<file path="config.mk">
export PLATFORM = sky130hd
export DESIGN_NAME = alu1_seq
export DESIGN_NICKNAME = d
export VERILOG_FILES = /design/src/rtl/alu1_pkg.sv /design/src/rtl/alu1.sv /design/src/rtl/alu1_seq.sv
export SDC_FILE = /design/constraint.sdc
export NUM_CORES = 1
export LEC_CHECK = 0
export ABC_AREA = 0
export BUFFER_PORTS_ARGS = -buffer_cell sky130_fd_sc_hd__buf_2
export CAP_MARGIN = 0
export CORE_ASPECT_RATIO = 0.75
export CORE_MARGIN = 5
export CORE_UTILIZATION = 63
export CTS_CLUSTER_DIAMETER = 200
export DETAILED_ROUTE_END_ITERATION = 10
export GPL_TIMING_DRIVEN = 0
export HOLD_SLACK_MARGIN = 0.05
export PLACE_DENSITY_LB_ADDON = 0.25
export SLEW_MARGIN = 25
export SYNTH_ARGS = -nofsm -noshare
export SYNTH_HDL_FRONTEND = slang
export SYNTH_SLANG_ARGS = --single-unit
</file>
<file path="constraint.sdc">
create_clock -name clk -period 3.6 [get_ports clk]
set_clock_uncertainty 0.05 [all_clocks]
set_input_delay 0.72 -clock clk [delete_from_list [all_inputs] [get_ports clk]]
set_output_delay 0.72 -clock clk [all_outputs]
set_load 0.02 [all_outputs]
</file>
<file path="src/rtl/alu1_pkg.sv">
// Shared definitions for the alu1 issue sequencer and its 6-bit ALU datapath.
// Holds the opcode map, FSM state encoding and instruction field layout.
package alu1_pkg;

  localparam int DW = 6;

  localparam logic [1:0] OP_INC_ADD = 2'b00;
  localparam logic [1:0] OP_PASS    = 2'b01;
  localparam logic [1:0] OP_AND     = 2'b10;
  localparam logic [1:0] OP_SUB     = 2'b11;

  typedef enum logic [1:0] {
    IDLE = 2'b00,
    READ = 2'b01,
    EXEC = 2'b10,
    DONE = 2'b11
  } state_e;

  // Field order matches instr[7:0] = {op, rd, ra, rb}.
  typedef struct packed {
    logic [1:0] op;
    logic [1:0] rd;
    logic [1:0] ra;
    logic [1:0] rb;
  } instr_t;

endpackage

</file>
<file path="src/rtl/alu1.sv">
// 6-bit combinational ALU: a+b+1, pass a, a&b, a-b, all modulo 64.
// Zero latency, no handshake.
module alu1
  import alu1_pkg::*;
(
  input  logic [DW-1:0] a_i,
  input  logic [DW-1:0] b_i,
  input  logic [1:0]    op_i,
  output logic [DW-1:0] f_o
);

  always_comb begin
    f_o = '0;
    case (op_i)
      OP_INC_ADD: f_o = a_i + b_i + DW'(1);
      OP_PASS:    f_o = a_i;
      OP_AND:     f_o = a_i & b_i;
      OP_SUB:     f_o = a_i - b_i;
      default:    f_o = '0;
    endcase
  end

endmodule

</file>
<file path="src/rtl/alu1_seq.sv">
// Issue sequencer for alu1: IDLE->READ->EXEC->DONE, result valid 2 edges after accept.
// in_ready only in IDLE; DONE holds the result until out_ready is sampled high.
module alu1_seq
  import alu1_pkg::*;
#(
  parameter int NREG = 4,
  parameter int CNTW = 8
) (
  input  logic            clk,
  input  logic            rst,
  input  logic            in_valid,
  output logic            in_ready,
  input  logic [7:0]      instr,
  input  logic            wr_en,
  input  logic [1:0]      wr_addr,
  input  logic [DW-1:0]   wr_data,
  input  logic [1:0]      rd_addr,
  output logic [DW-1:0]   rd_data,
  output logic            out_valid,
  input  logic            out_ready,
  output logic [DW-1:0]   res,
  output logic            res_zero,
  output logic            res_neg,
  output logic [CNTW-1:0] ops_done
);

  state_e          state_q, state_d;
  instr_t          instr_q;
  logic [DW-1:0]   opa_q, opb_q;
  logic [DW-1:0]   res_q;
  logic            zero_q, neg_q;
  logic [CNTW-1:0] ops_done_q;
  logic [DW-1:0]   regs_q [NREG];
  logic [DW-1:0]   regs_d [NREG];
  logic [DW-1:0]   alu_f;

  alu1 u_alu (
    .a_i  (opa_q),
    .b_i  (opb_q),
    .op_i (instr_q.op),
    .f_o  (alu_f)
  );

  always_ff @(posedge clk or posedge rst) begin
    if (rst) state_q <= IDLE;
    else     state_q <= state_d;
  end

  always_comb begin
    state_d = state_q;
    case (state_q)
      IDLE:    if (in_valid) state_d = READ;
      READ:    state_d = EXEC;
      EXEC:    state_d = DONE;
      DONE:    if (out_ready) state_d = IDLE;
      default: state_d = IDLE;
    endcase
  end

  always_comb begin
    in_ready  = (state_q == IDLE);
    out_valid = (state_q == DONE);
  end

  // Writeback is applied after the direct write so it wins on a collision.
  always_comb begin
    regs_d = regs_q;
    if (wr_en) regs_d[wr_addr] = wr_data;
    if (state_q == EXEC) regs_d[instr_q.rd] = alu_f;
  end

  always_ff @(posedge clk or posedge rst) begin
    if (rst) begin
      for (int i = 0; i < NREG; i++) regs_q[i] <= '0;
      instr_q    <= '0;
      opa_q      <= '0;
      opb_q      <= '0;
      res_q      <= '0;
      zero_q     <= 1'b0;
      neg_q      <= 1'b0;
      ops_done_q <= '0;
    end else begin
      regs_q <= regs_d;
      if (state_q == IDLE && in_valid) instr_q <= instr_t'(instr);
      if (state_q == READ) begin
        opa_q <= regs_q[instr_q.ra];
        opb_q <= regs_q[instr_q.rb];
      end
      if (state_q == EXEC) begin
        res_q      <= alu_f;
        zero_q     <= (alu_f == '0);
        neg_q      <= alu_f[DW-1];
        ops_done_q <= ops_done_q + CNTW'(1);
      end
    end
  end

  assign rd_data  = regs_q[rd_addr];
  assign res      = res_q;
  assign res_zero = zero_q;
  assign res_neg  = neg_q;
  assign ops_done = ops_done_q;

endmodule

</file>
==> results of run 1 <==
-- cell usage after synthesis, types with 9 or more instances --
cell type | count | area, um2
a21oi_1 | 19 | 95.1
clkbuf_1 | 13 | 48.8
dfrtp_1 | 61 | 1530
ha_1 | 17 | 213
inv_1 | 15 | 56.3
mux2_2 | 27 | 304
mux2i_1 | 18 | 180
mux4_2 | 20 | 450
nand2_1 | 25 | 93.8
nand3_1 | 9 | 45.0
nand3b_1 | 9 | 67.6
nor2_1 | 17 | 63.8
nor2b_1 | 10 | 62.6
o21ai_0 | 18 | 90.1
-- critical path, delay by kind of cell --
family	cells	cell delay (ns)
buffers and inverters	2	0.57
multiplexers	1	0.58
-- cell type report --
cell class                      count  area (um2)  share of cell area
Sequential cell                    61        1530               0.352
Inverter                           16        62.6              0.0144
Clock inverter                      6        68.8              0.0159
Multi-Input combinational cell    237        2100               0.483
Tap cell                           78        97.6              0.0225
Clock buffer                       10         138              0.0317
Timing Repair Buffer               46         245              0.0565
Buffer                             20         104              0.0239
-- logic make-up (layout without fill, tap and decap cells) --
kind of cell | after synthesis | count (layout) | share of synthesized area
AO/OA/AOI/OAI | 60 | 60 | 0.103
XOR/XNOR | 10 | 10 | 0.0231
adder cells (fa/ha/maj) | 19 | 19 | 0.0668
buffers and inverters | 36 | 98 | 0.0433
flip-flops | 61 | 61 | 0.403
multiplexers | 65 | 65 | 0.247
AND/OR/NAND/NOR | 83 | 83 | 0.113
-- report_power, final --
part / leakage [nW] / internal, W / total, W / switching, W
registers: 0.728 / 0.00103 / 0.00135 / 0.000322
logic: 1.16 / 0.00131 / 0.00286 / 0.00155
clock network: 0.103 / 0.000343 / 0.000638 / 0.000295
total: 2.00 / 0.00268 / 0.00485 / 0.00217
-- through the flow --
stage | hold WS [ns] | area (um2)
final | 0.289 | 4340
after global routing | 0.303 | 4340
after CTS | 0.288 | 4340
after detailed placement | 0.414 | 4130
after global placement | 0.404 | 4110
after floorplan | 0.435 | 3790
-- sequential cells by signal (all words and copies together) (netlist names) --
signal / count
opb_q: 6
res: 6
regs_q: 24
state_q: 2
res_zero: 1
instr_q: 8
opa_q: 6
ops_done: 8
-- metal layers --
metal	vias to the layer above	part of all wire
met5	-	0
met4	0	0.018
met3	19	0.063
li1	1325	-
met2	109	0.49
met1	1466	0.43
-- worst max path at each step --
stage                     cells after the start  slack (ns)                   end  startpoint
final                                         3        0.96            rd_data[1]  rd_addr[0]
after global routing                          3        0.88            rd_data[1]  rd_addr[0]
after CTS                                     3        0.94            rd_data[1]  rd_addr[0]
after detailed placement                      3        0.94            rd_data[1]  rd_addr[0]
after global placement                        2        0.55  regs_q[16]$_DFF_PP0_         rst
after floorplan                               2        1.18            rd_data[0]  rd_addr[0]
==> impl_metrics.env, run 1 <==
export IMPL_status="completed"
export IMPL_wirelength_um=9180
export IMPL_tns_ns=0
export IMPL_portBuffers=45
export IMPL_die_h_um=77.1
export IMPL_rows=24
export IMPL_hold_path_class="primary input to async pin"
export IMPL_fillers=412
export IMPL_vias=2919
export IMPL_yosys_most_used_dff="dfrtp_1"
export IMPL_grt_pass1_vias=3073
export IMPL_ant_nets=0
export IMPL_fin_nets=433
export IMPL_setup_viol=0
export IMPL_relSlewSlack=0.415
export IMPL_r2r_setup_slack_ns=1.09
export IMPL_diodes=0
export IMPL_drv_slew=0
export IMPL_cts_resized_gates=0
export IMPL_post_cts_buffers=0
export IMPL_async_flop_share=1.00
export IMPL_grt_util_met1=0.363
export IMPL_r2r_cells=8
export IMPL_synth_edff_count=0
export IMPL_worstPathRequired_ns=2.83
export IMPL_cts_tree="built"
export IMPL_clk_latency_ns=0.35
export IMPL_antenna_found_initial=0
export IMPL_synth_seq_cells=61
export IMPL_grt_use_met2=0.412
export IMPL_synth_area_um2=3790
export IMPL_max_stage_delay_ns=0.58
export IMPL_pre_cts_ws_ns=0.942
export IMPL_p_per_area_nw_per_um2=1120
export IMPL_dieWidth_um=99.5
export IMPL_path_cells="clkbuf_1 -> mux4_2 -> buf_2"
export IMPL_start_util=0.650
export IMPL_viasPerCell=6.16
export IMPL_hold_viol_final=0
export IMPL_critPathCaptureType="output pin"
export IMPL_clock_root_buffer="clkbuf_8"
export IMPL_ctsHtreeMaxLevel=3
export IMPL_synthToLayoutAreaGrowth_pct=14.6
export IMPL_pin_count=47
export IMPL_die_area_um2=7680
export IMPL_grt_pass1_wl_um=15400
export IMPL_drv_cap=0
export IMPL_overflow=0
export IMPL_period_share=0.733
export IMPL_grt_usage=0.260
export IMPL_grt_max_degree=37
export IMPL_cts_path_max_buffers=2
export IMPL_cts_sinks=61
export IMPL_cp_slowest_cell="mux4_2"
export IMPL_dr_pass1_iters=5
export IMPL_hpwl_um=6650
export IMPL_synth_warnings=0
export IMPL_seq_area_frac_synth=0.403
export IMPL_use_met3=0.0499
export IMPL_crit_type="primary input to output pin"
export IMPL_critPathArrivalTime_ns=1.87
export IMPL_route_detailed_drc=0
export IMPL_mostFrequentLayoutCell="dfrtp_1"
export IMPL_rsz0062_at_grt="false"
export IMPL_syn_mean_instance_area_um2=11.3
export IMPL_ir_drop_mv=0.694
export IMPL_final_util=0.745
export IMPL_synth_nets=376
export IMPL_core_um2=5830
export IMPL_power_leakage_nw=2.00
export IMPL_drive_above_1_share=0.313
export IMPL_hold_buffers=0
export IMPL_top_usage_layer="met2"
export IMPL_first_iter_violations=246
export IMPL_syn_inst=334
export IMPL_rr_endpoint="res_zero$_DFFE_PP0P_"
export IMPL_layout_common_cells="dfrtp_1, buf_2, mux2_2"
export IMPL_worstMarginPinSlew_ns=0.874
export IMPL_cts_reportedPaths_clkPinSlew_ns=0.08
export IMPL_gp_congestion=0.858
export IMPL_p_total_w=0.00485
export IMPL_numCtsBuffers=9
export IMPL_post_place_cells=458
export IMPL_fmax_mhz=379
export IMPL_routedWlPerCell_um=19.4
export IMPL_crit_path_start_kind="primary input"
export IMPL_ys_types=43
export IMPL_fin_crit_ns=2.64
export IMPL_fin_cells=474
export IMPL_worst_path_max_fanout=6
export IMPL_rr_startpoint="opa_q[0]$_DFFE_PP0N_"
export IMPL_setup_slack_ns=0.961
No activity file was read; power rests on OpenSTA's default activity.
==> run 2, diff against run 1 <==
--- a/config.mk
+++ b/config.mk
@@ -5,12 +5,12 @@
 export SDC_FILE = /design/constraint.sdc
 export NUM_CORES = 1
 export LEC_CHECK = 0
-export ABC_AREA = 0
+export ABC_AREA = 1
 export BUFFER_PORTS_ARGS = -buffer_cell sky130_fd_sc_hd__buf_2
 export CAP_MARGIN = 0
 export CORE_ASPECT_RATIO = 0.75
 export CORE_MARGIN = 5
-export CORE_UTILIZATION = 63
+export CORE_UTILIZATION = 53
 export CTS_CLUSTER_DIAMETER = 200
 export DETAILED_ROUTE_END_ITERATION = 10
 export GPL_TIMING_DRIVEN = 0
==> constraint.sdc (replaced) <==
create_clock -name clk -period 2.35 [get_ports clk]
set_clock_uncertainty 0.05 [all_clocks]
set_input_delay 0.47 -clock clk [delete_from_list [all_inputs] [get_ports clk]]
set_output_delay 0.47 -clock clk [all_outputs]
set_load 0.02 [all_outputs]
==> impl_metrics.env, run 2 <==
export IMPL_p_total_w=0.00757
export IMPL_layout_common_cells="nand2_1, inv_1, dfrtp_1"
export IMPL_pin_count=47
export IMPL_critPathCaptureType="output pin"
export IMPL_grt_pass1_vias=3654
export IMPL_yosys_most_used_dff="dfrtp_1"
export IMPL_overflow=0
export IMPL_synthToLayoutAreaGrowth_pct=15.8
export IMPL_fin_hold_ws_ns=0.301
export IMPL_regMostFlops="regs_q"
export IMPL_hpwl_um=8640
export IMPL_relSlewSlack=0.692
export IMPL_async_flop_share=1.00
export IMPL_drv_slew=0
export IMPL_synth_seq_cells=61
export IMPL_synthTopCellsByCount="nand2_1, inv_1, dfrtp_1"
export IMPL_ys_types=37
export IMPL_portBuffers=46
export IMPL_rows=27
export IMPL_place_area_um2=4340
export IMPL_drv_cap=0
export IMPL_power_leakage_nw=2.33
export IMPL_worstMarginPinSlew_ns=0.462
export IMPL_cts_reportedPaths_clkPinSlew_ns=0.07
export IMPL_hold_path_class="primary input to flop"
export IMPL_fin_crit_ns=2.17
export IMPL_synth_edff_count=0
export IMPL_ant_nets=0
export IMPL_final_util=0.629
export IMPL_dieWidth_um=110
export IMPL_viasPerCell=5.51
export IMPL_crit_type="primary input to output pin"
export IMPL_fin_nets=627
export IMPL_cts_sinks=61
export IMPL_clock_root_buffer="clkbuf_8"
export IMPL_routedWlPerCell_um=16.1
export IMPL_hold_viol_final=0
export IMPL_die_h_um=84.9
export IMPL_antenna_found_initial=0
export IMPL_grt_max_degree=45
export IMPL_numCtsBuffers=9
export IMPL_route_detailed_drc=0
export IMPL_mostFrequentLayoutCell="nand2_1"
export IMPL_grt_pass1_wl_um=18000
export IMPL_grt_usage=0.251
export IMPL_wirelength_um=11200
export IMPL_synth_warnings=0
export IMPL_setup_viol=0
export IMPL_post_place_cells=673
export IMPL_ir_drop_mv=0.682
export IMPL_yosysMostFrequentCell="nand2_1"
export IMPL_fillers=709
export IMPL_fmax_mhz=462
export IMPL_synth_nets=567
export IMPL_clk_latency_ns=0.35
export IMPL_synth_top_cell_by_area="dfrtp_1"
export IMPL_syn_mean_instance_area_um2=7.55
export IMPL_critPathArrivalTime_ns=1.65
export IMPL_fin_area_um2=4590
export IMPL_vias=3808
export IMPL_fin_cells=691
export IMPL_cts_resized_gates=0
export IMPL_die_area_um2=9330
export IMPL_syn_inst=525
export IMPL_rsz0062_at_grt="false"
export IMPL_crit_path_start_kind="primary input"
export IMPL_status="completed"
export IMPL_dr_pass1_iters=6
export IMPL_start_util=0.543
export IMPL_synth_top_area_frac=0.385
export IMPL_synthTopCellsByArea="dfrtp_1, nand2_1, inv_1"
export IMPL_period_share=0.922
export IMPL_gp_congestion=0.952
export IMPL_ctsHtreeMaxLevel=3
export IMPL_core_um2=7300
export IMPL_first_iter_violations=370
export IMPL_cts_path_max_buffers=2
export IMPL_worst_path_max_fanout=10
export IMPL_worstPathRequired_ns=1.83
export IMPL_synth_area_um2=3960
export IMPL_drive_above_1_share=0.175
export IMPL_diodes=0
export IMPL_seq_area_frac_synth=0.385
export IMPL_largest_reg_flops=24
export IMPL_p_per_area_nw_per_um2=1650
export IMPL_cts_tree="built"
[run 2: metal layers]
metal	share of wire	track usage	wire length [um]	vias up
li1	-	-	-	1851
met1	0.44	0.339	4890	1759
met2	0.45	0.385	5000	162
met3	0.090	0.0738	999	36
met4	0.023	0.0838	257	0
met5	0	0	0	-
[run 2: worst paths after layout]
kind	start	endpoint	slack [ns]	cells past startpoint
setup / recovery	rd_addr[0]	rd_data[3]	0.18	6
hold reg to reg	ops_done[7]$_DFFE_PP0P_	ops_done[7]$_DFFE_PP0P_	0.42	1
setup reg to reg	opa_q[0]$_DFFE_PP0N_	regs_q[4]$_DFF_PP0_	0.20	11
max in group asynchronous	rst	opa_q[1]$_DFFE_PP0N_	1.20	4
hold / removal	instr[2]	instr_q[2]$_DFFE_PP0P_	0.30	2
min in group asynchronous	rst	regs_q[13]$_DFF_PP0_	0.55	3
[run 2: critical path, stage by stage]
cell and delay (ns):
buf_2 0.15, inv_1 0.19, clkbuf_1 0.36, a21oi_1 0.11, a21oi_1 0.16, buf_2 0.19
[run 2: layout make-up]
| type | instances | area [um2] | share of cell area |
|---|---|---|---|
| Buffer | 19 | 88.8 | 0.0193 |
| Multi-Input combinational cell | 366 | 2050 | 0.446 |
| Clock buffer | 10 | 138 | 0.0300 |
| Clock inverter | 6 | 93.8 | 0.0204 |
| Inverter | 79 | 302 | 0.0657 |
| Tap cell | 101 | 126 | 0.0275 |
| Timing Repair Buffer | 49 | 268 | 0.0583 |
| Sequential cell | 61 | 1530 | 0.332 |
[run 2: report_power, final]
part	internal (W)	total [W]	leakage, nW	switching, W
sequential	0.00156	0.00205	0.714	0.000489
combinational	0.00153	0.00443	1.51	0.00290
clock	0.000635	0.00108	0.113	0.000450
total	0.00372	0.00757	2.33	0.00384
[run 2: logic make-up after synthesis]
logic type / after synthesis / share of synthesized area
muxes: 4 / 0.0114
buffers and inverters: 98 / 0.0979
adders and majority gates: 19 / 0.0638
xor gates and xnor gates: 6 / 0.0133
DFF: 61 / 0.385
and+or+nand+nor: 207 / 0.243
AOI/OAI and AO/OA: 130 / 0.185
[run 2: what timing repair did]
item                                   CTS  global route
endpoints found under the hold margin   17             0
hold buffers                             1             0
setup endpoints to repair                0             1
setup buffers                            0             1
[run 2: per-stage QoR]
step | TNS, ns | setup WS [ns]
after global placement | -26.89 | -0.445
final | 0 | 0.184
after floorplan | 0 | 0.317
after global routing | 0 | 0.00524
after detailed placement | 0 | 0.200
after CTS | 0 | 0.201
==> run 3, diff against run 2 <==
--- a/config.mk
+++ b/config.mk
@@ -5,7 +5,6 @@
 export SDC_FILE = /design/constraint.sdc
 export NUM_CORES = 1
 export LEC_CHECK = 0
-export ABC_AREA = 1
 export BUFFER_PORTS_ARGS = -buffer_cell sky130_fd_sc_hd__buf_2
 export CAP_MARGIN = 0
 export CORE_ASPECT_RATIO = 0.75
@@ -15,8 +14,9 @@
 export DETAILED_ROUTE_END_ITERATION = 10
 export GPL_TIMING_DRIVEN = 0
 export HOLD_SLACK_MARGIN = 0.05
+export MAX_ROUTING_LAYER = met4
 export PLACE_DENSITY_LB_ADDON = 0.25
-export SLEW_MARGIN = 25
+export SLEW_MARGIN = 10
 export SYNTH_ARGS = -nofsm -noshare
 export SYNTH_HDL_FRONTEND = slang
 export SYNTH_SLANG_ARGS = --single-unit
==> impl_metrics.env, run 3 (synthesis results as in run 1) <==
export IMPL_dieWidth_um=108
export IMPL_overflow=0
export IMPL_ir_drop_mv=0.828
export IMPL_antenna_found_initial=0
export IMPL_cts_tree="built"
export IMPL_fin_crit_ns=2.32
export IMPL_crit_path_start="opa_q[0]$_DFFE_PP0N_"
export IMPL_die_h_um=83.2
export IMPL_grt_max_degree=62
export IMPL_setup_viol=0
export IMPL_place_area_um2=4140
export IMPL_pre_cts_ws_ns=-0.0986
export IMPL_critical_path_top_delay_family="adder cells"
export IMPL_grt_pass1_wl_um=14900
export IMPL_wirelength_um=8960
export IMPL_hpwl_um=6410
export IMPL_fin_area_um2=4400
export IMPL_relSlewSlack=0.452
export IMPL_layout_common_cells="dfrtp_1, buf_2, mux2_2"
export IMPL_route_detailed_drc=0
export IMPL_hold_viol_final=0
export IMPL_period_share=0.987
export IMPL_core_um2=6900
export IMPL_cts_sinks=61
export IMPL_first_iter_violations=227
export IMPL_rr_endpoint="res_zero$_DFFE_PP0P_"
export IMPL_r2r_cells=8
export IMPL_worstMarginPinSlew_ns=0.818
export IMPL_start_util=0.549
export IMPL_setup_slack_ns=0.0294
export IMPL_pin_count=47
export IMPL_die_area_um2=8950
export IMPL_drv_cap=0
export IMPL_largest_reg_flops=24
export IMPL_clock_root_buffer="clkbuf_8"
export IMPL_drive_above_1_share=0.330
export IMPL_numCtsBuffers=9
export IMPL_regMostFlops="regs_q"
export IMPL_p_per_area_nw_per_um2=1730
export IMPL_rsz0062_at_grt="true"
export IMPL_rows=26
export IMPL_worstPathRequired_ns=2.58
export IMPL_path_cells="inv_2 -> ha_2 -> fa_1 -> inv_1 -> mux4_2 -> nand2b_4 -> nor3b_2 -> a41o_1"
export IMPL_grt_usage=0.220
export IMPL_max_stage_delay_ns=0.53
export IMPL_r2r_setup_slack_ns=0.03
export IMPL_diodes=0
export IMPL_gp_congestion=0.910
export IMPL_path_buf_inv=2
export IMPL_status="completed"
export IMPL_fin_nets=434
export IMPL_worst_path_max_fanout=4
export IMPL_crit_path_start_kind="flop"
export IMPL_portBuffers=45
export IMPL_cts_path_max_buffers=2
export IMPL_power_leakage_nw=2.01
export IMPL_crit_type="flop to flop"
export IMPL_cts_reportedPaths_clkPinSlew_ns=0.07
export IMPL_synthToLayoutAreaGrowth_pct=16.3
export IMPL_ctsHtreeMaxLevel=3
export IMPL_fin_hold_ws_ns=0.202
export IMPL_vias=2870
export IMPL_clk_latency_ns=0.34
export IMPL_dr_pass1_iters=4
export IMPL_ant_nets=0
export IMPL_critPathCaptureType="flop"
export IMPL_viasPerCell=5.80
export IMPL_critPathArrivalTime_ns=2.55
export IMPL_grt_pass1_vias=2879
export IMPL_hold_path_class="primary input to async pin"
export IMPL_drv_slew=0
export IMPL_rr_startpoint="opa_q[0]$_DFFE_PP0N_"
export IMPL_mostFrequentLayoutCell="dfrtp_1"
export IMPL_routedWlPerCell_um=18.1
export IMPL_cp_slowest_cell="mux4_2"
export IMPL_fmax_mhz=431
==> run 3: changes by cell type in the layout (fill, tap and decap cells not counted), moves of 21 or more <==
cell     change
nand2_1     -83
mux2_2      +23
nand3_1     -24
a21oi_1     -31
inv_1       -57
nor2_1      -21
==> run 3: layout make-up <==
| class | instances | area (um2) |
|---|---|---|
| plain buffers | 20 | 105 |
| clock buffers | 10 | 128 |
| clock inverters | 6 | 86.3 |
| fillers | 569 | 2490 |
| inverters | 16 | 62.6 |
| multi-input cells | 237 | 2130 |
| flip-flops and latches | 61 | 1530 |
| well taps | 98 | 123 |
| repair buffers | 47 | 240 |
==> run 3: per-layer routing <==
metal,track usage,wire length [um]
met1,0.309,4170
met2,0.325,4170
met3,0.0519,518
met4,0.0539,102
met5,-,0
==> run 3: per-stage QoR <==
step | power, W | util | setup TNS, ns | std cells
final | 0.00761 | 0.638 | 0 | 495
after global routing | 0.00818 | 0.638 | -0.0141 | 495
after CTS | 0.00750 | 0.633 | 0 | 494
after detailed placement | 0.00637 | 0.600 | -0.0986 | 477
after global placement | 0.00622 | 0.599 | -30.90 | 477
after floorplan | 0.00524 | - | 0 | 334
==> run 3: how the worst max path moves through the flow <==
stage	cells past startpoint	slack [ns]	end
2_1_floorplan	8	0.12	res_zero$_DFFE_PP0P_
3_3_place_gp	2	-0.51	instr_q[2]$_DFFE_PP0P_
3_5_place_dp	8	-0.1	res_zero$_DFFE_PP0P_
4_1_cts	8	0.002	res_zero$_DFFE_PP0P_
5_1_grt	8	-0.01	res_zero$_DFFE_PP0P_
6_report	8	0.03	res_zero$_DFFE_PP0P_
==> run 3: power by group <==
part / total [W] / switching [W] / internal [W]
combinational: 0.00453 / 0.00242 / 0.00211
clock: 0.00104 / 0.000439 / 0.000597
sequential: 0.00204 / 0.000463 / 0.00158
==> run 3: repair_timing <==
action,in CTS,in global routing
endpoints found under the hold margin,0,0
buffers inserted,1,1
gates resized for setup,2,8
hold buffers,0,0
pin swaps,0,1
endpoints found under the setup margin,1,12
